--- config.mk ---
export PLATFORM = sky130hd
export DESIGN_NAME = kypd_scanner
export DESIGN_NICKNAME = d
export VERILOG_FILES = /design/src/rtl/kypd_pkg.sv /design/src/rtl/kypd_debouncer.sv /design/src/rtl/kypd_scanner.sv
export SDC_FILE = /design/constraint.sdc
export NUM_CORES = 1
export LEC_CHECK = 0
export CORE_MARGIN = 3
export CORE_UTILIZATION = 55
export DETAILED_ROUTE_END_ITERATION = 6
export MAX_ROUTING_LAYER = met4
export PLACE_DENSITY_LB_ADDON = 0.12
export SYNTH_ARGS = -nofsm -noshare
export SYNTH_HDL_FRONTEND = slang
export SYNTH_SLANG_ARGS = --single-unit
--- constraint.sdc ---
create_clock -name OSC_100MHz -period 18.2 [get_ports OSC_100MHz]
set_input_delay 1.82 -clock OSC_100MHz [delete_from_list [all_inputs] [get_ports OSC_100MHz]]
set_output_delay 1.82 -clock OSC_100MHz [all_outputs]
set_load 0.005 [all_outputs]
--- src/rtl/kypd_pkg.sv ---
// Shared constants, key type and scan decoder for the 4x4 keypad scanner.
// Optional build macro KYPD_REPEAT_EN is consumed by kypd_scanner.
package kypd_pkg;

   localparam int KEY_W = 4;
   localparam int ROWS  = 4;
   localparam int COLS  = 4;
   localparam int COL_W = $clog2(COLS);

   typedef struct packed {
      logic             present;
      logic [KEY_W-1:0] code;
   } key_t;

   localparam key_t KEY_NONE = '{present: 1'b0, code: '0};

   // Indexed {row,col}; entry 0 is row 0 / col 0.
   localparam logic [ROWS*COLS-1:0][KEY_W-1:0] KEY_MAP = {
      4'hD, 4'hE, 4'hF, 4'h0,
      4'hC, 4'h9, 4'h8, 4'h7,
      4'hB, 4'h6, 4'h5, 4'h4,
      4'hA, 4'h3, 4'h2, 4'h1
   };

   // Scan bits are laid out [col*ROWS + row]; anything but a single hit is no key.
   function automatic key_t decode_scan(input logic [ROWS*COLS-1:0] bits);
      key_t k;
      int   hits;
      k    = KEY_NONE;
      hits = 0;
      for (int i = 0; i < ROWS*COLS; i++) begin
         if (bits[i]) begin
            hits++;
            k.present = 1'b1;
            k.code    = KEY_MAP[{i[1:0], i[3:2]}];
         end
      end
      if (hits != 1) k = KEY_NONE;
      return k;
   endfunction

endpackage

--- src/rtl/kypd_debouncer.sv ---
// Per-scan debounce: a result must repeat DEBOUNCE_SCANS times before it
// becomes the stable key; a change to a real key pulses press.
module kypd_debouncer
   import kypd_pkg::*;
#(
   parameter int DEBOUNCE_SCANS = 4
)(
   input  logic clk,
   input  logic rst,
   input  logic scan_done,
   input  key_t scan_key,
   output key_t stable_key,
   output logic press
);

   localparam int CW = $clog2(DEBOUNCE_SCANS + 1);
   localparam logic [CW-1:0] CNT_MAX = CW'(DEBOUNCE_SCANS);

   key_t          prev_key;
   logic [CW-1:0] cnt;
   logic [CW-1:0] cnt_nxt;

   always_comb begin
      cnt_nxt = cnt;
      if (scan_done) begin
         if (scan_key == prev_key)
            cnt_nxt = (cnt == CNT_MAX) ? cnt : cnt + 1'b1;
         else
            cnt_nxt = CW'(1);
      end
   end

   always_ff @(posedge clk or posedge rst) begin
      if (rst) begin
         prev_key   <= KEY_NONE;
         cnt        <= '0;
         stable_key <= KEY_NONE;
         press      <= 1'b0;
      end else begin
         press <= 1'b0;
         cnt   <= cnt_nxt;
         if (scan_done) begin
            prev_key <= scan_key;
            if (cnt_nxt == CNT_MAX && scan_key != stable_key) begin
               stable_key <= scan_key;
               press      <= scan_key.present;
            end
         end
      end
   end

endmodule

--- src/rtl/kypd_scanner.sv ---
// 4x4 keypad column scanner with debounce and valid/ready key events.
// Define KYPD_REPEAT_EN to add auto-repeat events while a key stays held.
module kypd_scanner
   import kypd_pkg::*;
#(
   parameter int SCAN_CYCLES        = 100000,
   parameter int DEBOUNCE_SCANS     = 4,
   parameter int REPEAT_DELAY_SCANS = 125,
   parameter int REPEAT_SCANS       = 25
)(
   input  logic             OSC_100MHz,
   input  logic             RST,
   output logic [COLS-1:0]  KYPD_COL,
   input  logic [ROWS-1:0]  KYPD_ROW,
   output logic [KEY_W-1:0] KEY_CODE,
   output logic             KEY_VALID,
   input  logic             KEY_READY,
   output logic             KEY_HELD,
   output logic             KEY_OVERRUN
);

   localparam int CNT_W = (SCAN_CYCLES > 1) ? $clog2(SCAN_CYCLES) : 1;
   localparam logic [CNT_W-1:0] DWELL_LAST = CNT_W'(SCAN_CYCLES - 1);
   localparam logic [COL_W-1:0] COL_LAST   = COL_W'(COLS - 1);

   logic [ROWS-1:0]            row_meta;
   logic [ROWS-1:0]            row_sync;
   logic [CNT_W-1:0]           dwell;
   logic [COL_W-1:0]           col;
   logic [COLS-1:0][ROWS-1:0]  scan_bits;
   logic                       scan_done;
   key_t                       scan_key;
   key_t                       stable_key;
   logic                       press;
   logic                       rpt_evt;
   logic                       evt;

   // Rows are sampled at the end of each column's dwell so the pins have settled.
   always_ff @(posedge OSC_100MHz or posedge RST) begin
      if (RST) begin
         row_meta  <= '1;
         row_sync  <= '1;
         dwell     <= '0;
         col       <= '0;
         scan_bits <= '0;
         scan_done <= 1'b0;
      end else begin
         row_meta  <= KYPD_ROW;
         row_sync  <= row_meta;
         scan_done <= 1'b0;
         if (dwell == DWELL_LAST) begin
            dwell          <= '0;
            scan_bits[col] <= ~row_sync;
            col            <= col + 1'b1;
            scan_done      <= (col == COL_LAST);
         end else begin
            dwell <= dwell + 1'b1;
         end
      end
   end

   assign KYPD_COL = ~(COLS'(1) << col);
   assign scan_key = decode_scan(scan_bits);

   kypd_debouncer #(
      .DEBOUNCE_SCANS (DEBOUNCE_SCANS)
   ) u_debouncer (
      .clk        (OSC_100MHz),
      .rst        (RST),
      .scan_done  (scan_done),
      .scan_key   (scan_key),
      .stable_key (stable_key),
      .press      (press)
   );

`ifdef KYPD_REPEAT_EN
   localparam int RPT_MAX = (REPEAT_DELAY_SCANS > REPEAT_SCANS) ? REPEAT_DELAY_SCANS : REPEAT_SCANS;
   localparam int RPT_W   = $clog2(RPT_MAX + 1);

   logic [RPT_W-1:0] rpt_cnt;
   logic [RPT_W-1:0] rpt_target;
   logic             rpt_first;

   assign rpt_target = rpt_first ? RPT_W'(REPEAT_DELAY_SCANS) : RPT_W'(REPEAT_SCANS);

   // Counts whole scans since the last press or repeat while the key stays down.
   always_ff @(posedge OSC_100MHz or posedge RST) begin
      if (RST) begin
         rpt_cnt   <= '0;
         rpt_first <= 1'b1;
         rpt_evt   <= 1'b0;
      end else begin
         rpt_evt <= 1'b0;
         if (press || !stable_key.present) begin
            rpt_cnt   <= '0;
            rpt_first <= 1'b1;
         end else if (scan_done) begin
            if (rpt_cnt + 1'b1 == rpt_target) begin
               rpt_evt   <= 1'b1;
               rpt_cnt   <= '0;
               rpt_first <= 1'b0;
            end else begin
               rpt_cnt <= rpt_cnt + 1'b1;
            end
         end
      end
   end
`else
   assign rpt_evt = 1'b0;
`endif

   assign evt = press | rpt_evt;

   // A completed handshake frees the slot, so a same-cycle event is taken as new.
   always_ff @(posedge OSC_100MHz or posedge RST) begin
      if (RST) begin
         KEY_VALID   <= 1'b0;
         KEY_CODE    <= '0;
         KEY_OVERRUN <= 1'b0;
      end else begin
         if (evt && (!KEY_VALID || KEY_READY)) begin
            KEY_VALID <= 1'b1;
            KEY_CODE  <= stable_key.code;
         end else if (KEY_VALID && KEY_READY) begin
            KEY_VALID <= 1'b0;
         end
         if (KEY_VALID && KEY_READY)
            KEY_OVERRUN <= 1'b0;
         else if (evt && KEY_VALID)
            KEY_OVERRUN <= 1'b1;
      end
   end

   assign KEY_HELD = stable_key.present;

endmodule
==> qor.yml, run 1 <==
status: "finished clean"
dr.first_iter.drc_count: 117
ant_nets: 0
total_leakage_power_nw: 2.33
die_y_um: 102
pwr-share-comb: 0.015
synth-edff-count: 0
setup_viol: 0
hold_violations: 0
syn_area_mm2: 0.00507
hpwl_mm: 7.68
synth_common_cells: "69 x nand2_1, 56 x dfrtp_1, 47 x nor2_1, 38 x o21ai_0, 32 x xnor2_1"
yosysMostFrequentCell: "nand2_1"
critPathMaxStageDelay_ps: 430
ctsHoldBuffers: 0
critPathTopFamily: "adder cells"
fill_cells: 751
timing.hold.ws_ps: 356
antenna_found_initial: 0
dp.cells: 662
critPathKind: "flop to flop"
seq_power_share: 0.538
critPathMaxFanout: 9
cp-start-kind: "flop"
syn_inst: 559
r2r_start: "scan_bits[0]"
finalCritPeriodShare: 0.626
vias: 3853
grt_usage: 0.206
die_area_mm2: 0.0104
holdCritStartpoint: "row_meta[0]"
insertedDiodeCount: 0
clkLatencyLatePin_ps: 330
htreeDepth: 3
routedWlPerCell_um: 14.7
syn_area_per_cell_um2: 9.07
postLayoutCoreUtil: 0.619
synth_top_area_share: 0.276
internal_power_mw: 0.216
path_common_cell: "ha_1"
ys.flop_type: "dfrtp_1"
coreArea_mm2: 0.00885
p_per_area_mw_per_mm2: 49.1
total_power_mw: 0.269
worst_pin_slew_ps: 763
postCtsSetupBuffers: 0
peakVddDrop_v: 0.0000775
cp-startpoint: "scan_bits[0]"
grt_pass1_wl_mm: 16.8
finClkSkew_ps: 8.97
maxSlewHeadroom: 0.492
synth_area_leader_cell: "dfrtp_1"
fp.dieW_um: 102
drtPass1Iterations: 4
fin_setup_tns_ps: 0
p_sw_mw: 0.0532
grt_max_degree: 65
rsz0062_at_grt: "no"
finalNonFillerCells: 678
worst_slack_ps: 6810
placed_area_mm2: 0.00528
yosysSeqAreaShare: 0.318
crit_arrival_ps: 11610
start_util: 0.573
synth_warnings: 0
crit_path_end_kind: "flop"
crit_buf_inv: 4
area_growth_pct: 7.97
cts_resized: 0
grt_pass1_vias: 3554
viasPerCell: 5.68
remaining_drc_errors: 0
place_ws_ps: 6790
clkSlewWorstSetupHoldPaths_ps: 70
maxCapViolations: 0
ctsRootBufferMaster: "clkbuf_8"
synthArstFlopShare: 1.00
ys_ff_latch: 64
tritoncts: "yes"
num_io_pins: 18
drive_gt1_frac: 0.123
cp_slowest_cell: "a2111oi_0"
gp_congestion: 0.836
max_freq_ghz: 0.0878
cts_sinks: 64
fin_area_mm2: 0.00548
switching_share: 0.198
grt_overflow: 0
fin_crit_ps: 11390
synth.distinct_cells: 79
row_count: 34
numPortBuffers: 17
slew_viol_final: 0
numCtsBuffers: 9
finalNetCount: 596
clock_power_share: 0.447
hold_class: "flop to flop"
required_ps: 18410
synth_fp_nets: 590
drt_wl_total_mm: 9.95
clk_path_buf_depth: 2
r2r_setup_slack_ps: 6810
netlist_top_cells_area: "dfrtp_1 28%, ha_1 5.9%, xnor2_1 5.5%"
cell usage in the layout, fill, tap and decap left out, types with 15 or more instances in the layout:
cell type / n
clkdlybuf4s50_1: 17
xnor2_1: 32
nor2_1: 47
dfrtp_1: 56
nand3_1: 18
a21oi_1: 22
nand2_1: 69
inv_1: 28
o21ai_0: 38
ha_1: 24
xor2_1: 15
power groups by stage:
| stage | sequential, mW | clock (mW) | combinational (mW) |
|---|---|---|---|
| 6_report | 0.145 | 0.120 | 0.00405 |
| 5_1_grt | 0.145 | 0.129 | 0.00468 |
| 4_1_cts | 0.145 | 0.124 | 0.00428 |
| 3_5_place_dp | 0.147 | 0 | 0.00426 |
| 3_3_place_gp | 0.147 | 0 | 0.00419 |
| 2_1_floorplan | 0.147 | 0 | 0.00209 |
layout make-up:
cell class              instances  area (µm²)  area share
multi-input cells             442        3240       0.592
clock buffers                  13         159      0.0290
well taps                     108         135      0.0247
clock inverters                 3        40.0     0.00731
inverters                      30         113      0.0206
repair buffers                 18         178      0.0324
flip-flops and latches         64        1610       0.294
logic make-up after synthesis:
| logic type | share of synthesized area |
|---|---|
| xor gates and xnor gates | 0.164 |
| buffers and inverters | 0.0434 |
| AOI/OAI and AO/OA | 0.154 |
| and+or+nand+nor | 0.204 |
| adders and majority gates | 0.0592 |
| DFF | 0.318 |
| muxes | 0.0590 |
registers in the layout, summed over array words and instances, names as in the netlist:
signal                  count
scan_bits                  16
col                         2
row_sync                    4
scan_done                   1
dwell                      17
KEY_CODE                    4
KEY_OVERRUN                 1
u_debouncer.stable_key      5
u_debouncer.press           1
KEY_VALID                   1
u_debouncer.prev_key        5
u_debouncer.cnt             3
row_meta                    4
layer usage:
metal | GRT usage | wire length, µm | share of wire
met5 | - | 0 | 0
met4 | 0.0636 | 127 | 0.013
met3 | 0.0307 | 232 | 0.023
met2 | 0.332 | 4800 | 0.48
met1 | 0.269 | 4800 | 0.48
final timing paths:
kind / to / cells after the start
min in group asynchronous: u_debouncer.prev_key[1] / 3
setup reg to reg: u_debouncer.stable_key[1] / 48
hold reg to reg: row_sync[0] / 0
max in group asynchronous: dwell[12] / 3
setup / recovery: u_debouncer.stable_key[1] / 48
hold / removal: row_sync[0] / 0
Power figures use the tool's default switching activity.
==> inputs of run 2 (changes only) <==
- clock period: 18.2 -> 11.7 ns (I/O delays scaled with it)
==> qor.yml, run 2 (synthesis gave the netlist of run 1 again) <==
tritoncts: "yes"
vias: 3913
cp-start-kind: "flop"
fp.dieW_um: 102
status: "finished clean"
fin_crit_ps: 11140
regMostFlops: "dwell"
critPathTopFamily: "adder cells"
timing.hold.ws_ps: 353
p_per_area_mw_per_mm2: 71.4
final_cell_mix: "69 x nand2_1, 56 x dfrtp_1, 47 x nor2_1, 38 x o21ai_0, 31 x xnor2_1"
drt_wl_total_mm: 9.86
numPortBuffers: 17
critPathMaxFanout: 5
grt_usage: 0.207
peakVddDrop_v: 0.0000995
holdCritStartpoint: "row_meta[0]"
fill_cells: 753
num_io_pins: 18
hold_path_depth: 0
ant_nets: 0
crit_arrival_ps: 11350
hold_violations: 0
grt_max_degree: 65
crit_cells: 49
hold_class: "flop to flop"
finalCritPeriodShare: 0.952
total_leakage_power_nw: 2.35
numCtsBuffers: 9
dr.first_iter.drc_count: 171
fin_area_mm2: 0.00552
postLayoutCoreUtil: 0.624
ff_latch_area_mm2: 0.00161
die_area_mm2: 0.0104
drive_gt1_frac: 0.136
routedWlPerCell_um: 14.5
max_freq_ghz: 0.0898
ctsRootBufferMaster: "clkbuf_8"
multi_input_area_mm2: 0.00328
ctsHoldBuffers: 0
coreArea_mm2: 0.00885
r2r_cells: 49
remaining_drc_errors: 0
worst_r2r_endpoint: "u_debouncer.stable_key[2]"
clk_path_buf_depth: 2
placed_area_mm2: 0.00529
cp_slowest_cell: "dfrtp_1"
viasPerCell: 5.74
min_to: "row_sync[0]"
path_common_cell: "ha_1"
drtPass1Iterations: 4
crit_buf_inv: 4
htreeDepth: 3
final_common_cell: "nand2_1"
slew_viol_final: 0
fin_setup_tns_ps: 0
insertedDiodeCount: 0
grt_overflow: 0
finClkSkew_ps: 9.43
top_regs: "dwell (17), scan_bits (16)"
row_count: 34
r2r_start: "scan_bits[0]"
clkSlewWorstSetupHoldPaths_ps: 70
setup_viol: 0
worst_pin_slew_ps: 848
gp_congestion: 0.842
grt_pass1_wl_mm: 16.9
required_ps: 11910
area_growth_pct: 8.78
die_y_um: 102
crit_path_end_kind: "flop"
critPathKind: "flop to flop"
critPathMaxStageDelay_ps: 410
cts_sinks: 64
grt_pass1_vias: 3641
largest_register_ffs: 17
clkLatencyLatePin_ps: 330
maxSlewHeadroom: 0.430
hpwl_mm: 7.58
start_util: 0.573
antenna_found_initial: 0
maxCapViolations: 0
r2r_setup_slack_ps: 560
finalNetCount: 600
==> run 2: changes by cell type in the layout (fill, tap and decap cells not counted), sizes merged <==
cell,delta
bufinv,-1
buf,+4
clkbuf,+2
clkinv,-1
==> run 2: worst max path at each step <==
stage,from,to,slack (ps)
finish,scan_bits[0],u_debouncer.stable_key[2],560
global route,scan_bits[0],u_debouncer.stable_key[2],-50
detailed placement,scan_bits[0],u_debouncer.stable_key[2],300
CTS,scan_bits[0],u_debouncer.press,290
floorplan,scan_bits[0],u_debouncer.stable_key[0],1280
global placement,scan_bits[1],u_debouncer.press,780
==> run 2: timing repair <==
action / 4_1_cts / 5_1_grt
setup endpoints to repair: 0 / 10
gates resized for setup: 0 / 8
buffers inserted: 0 / 3
hold endpoints to repair: 0 / 0
==> run 2: per-layer routing <==
metal	vias to the layer above	GRT usage	share of wire
li1	1987	-	-
met1	1842	0.274	0.47
met2	73	0.324	0.48
met3	11	0.0314	0.033
met4	0	0.0727	0.012
met5	-	-	0
==> run 2: worst register-to-register path, delay by kind of cell, from the launching register on <==
kind	cells	cell delay (ps)
AOI/OAI and AO/OA	15	3240
adders and majority gates	14	4040
muxes	5	1460
DFF	1	410
and+or+nand+nor	8	1260
buffers and inverters	4	250
xor gates and xnor gates	3	390
==> run 2: area by class of cell <==
class                           count  area share
Multi-Input combinational cell    442       0.594
Sequential cell                    64       0.292
Timing Repair Buffer               22      0.0376
Clock buffer                       15      0.0302
Tap cell                          108      0.0245
Inverter                           30      0.0204
Clock inverter                      1    0.000907
==> run 2: through the flow <==
step,cells,setup WS [ps],total power [mW]
2_1_floorplan,559,1280,0.232
3_3_place_gp,663,776,0.235
3_5_place_dp,663,299,0.235
4_1_cts,679,286,0.400
5_1_grt,682,-49.7,0.412
6_report,682,559,0.394
==> run 2: where the power goes <==
part,internal (mW),total [mW],switching [mW],leakage (nW)
Sequential,0.224,0.225,0.000975,0.847
Clock,0.0885,0.163,0.0741,0.0877
Combinational,0.00203,0.00628,0.00425,1.41
Total,0.314,0.394,0.0793,2.35
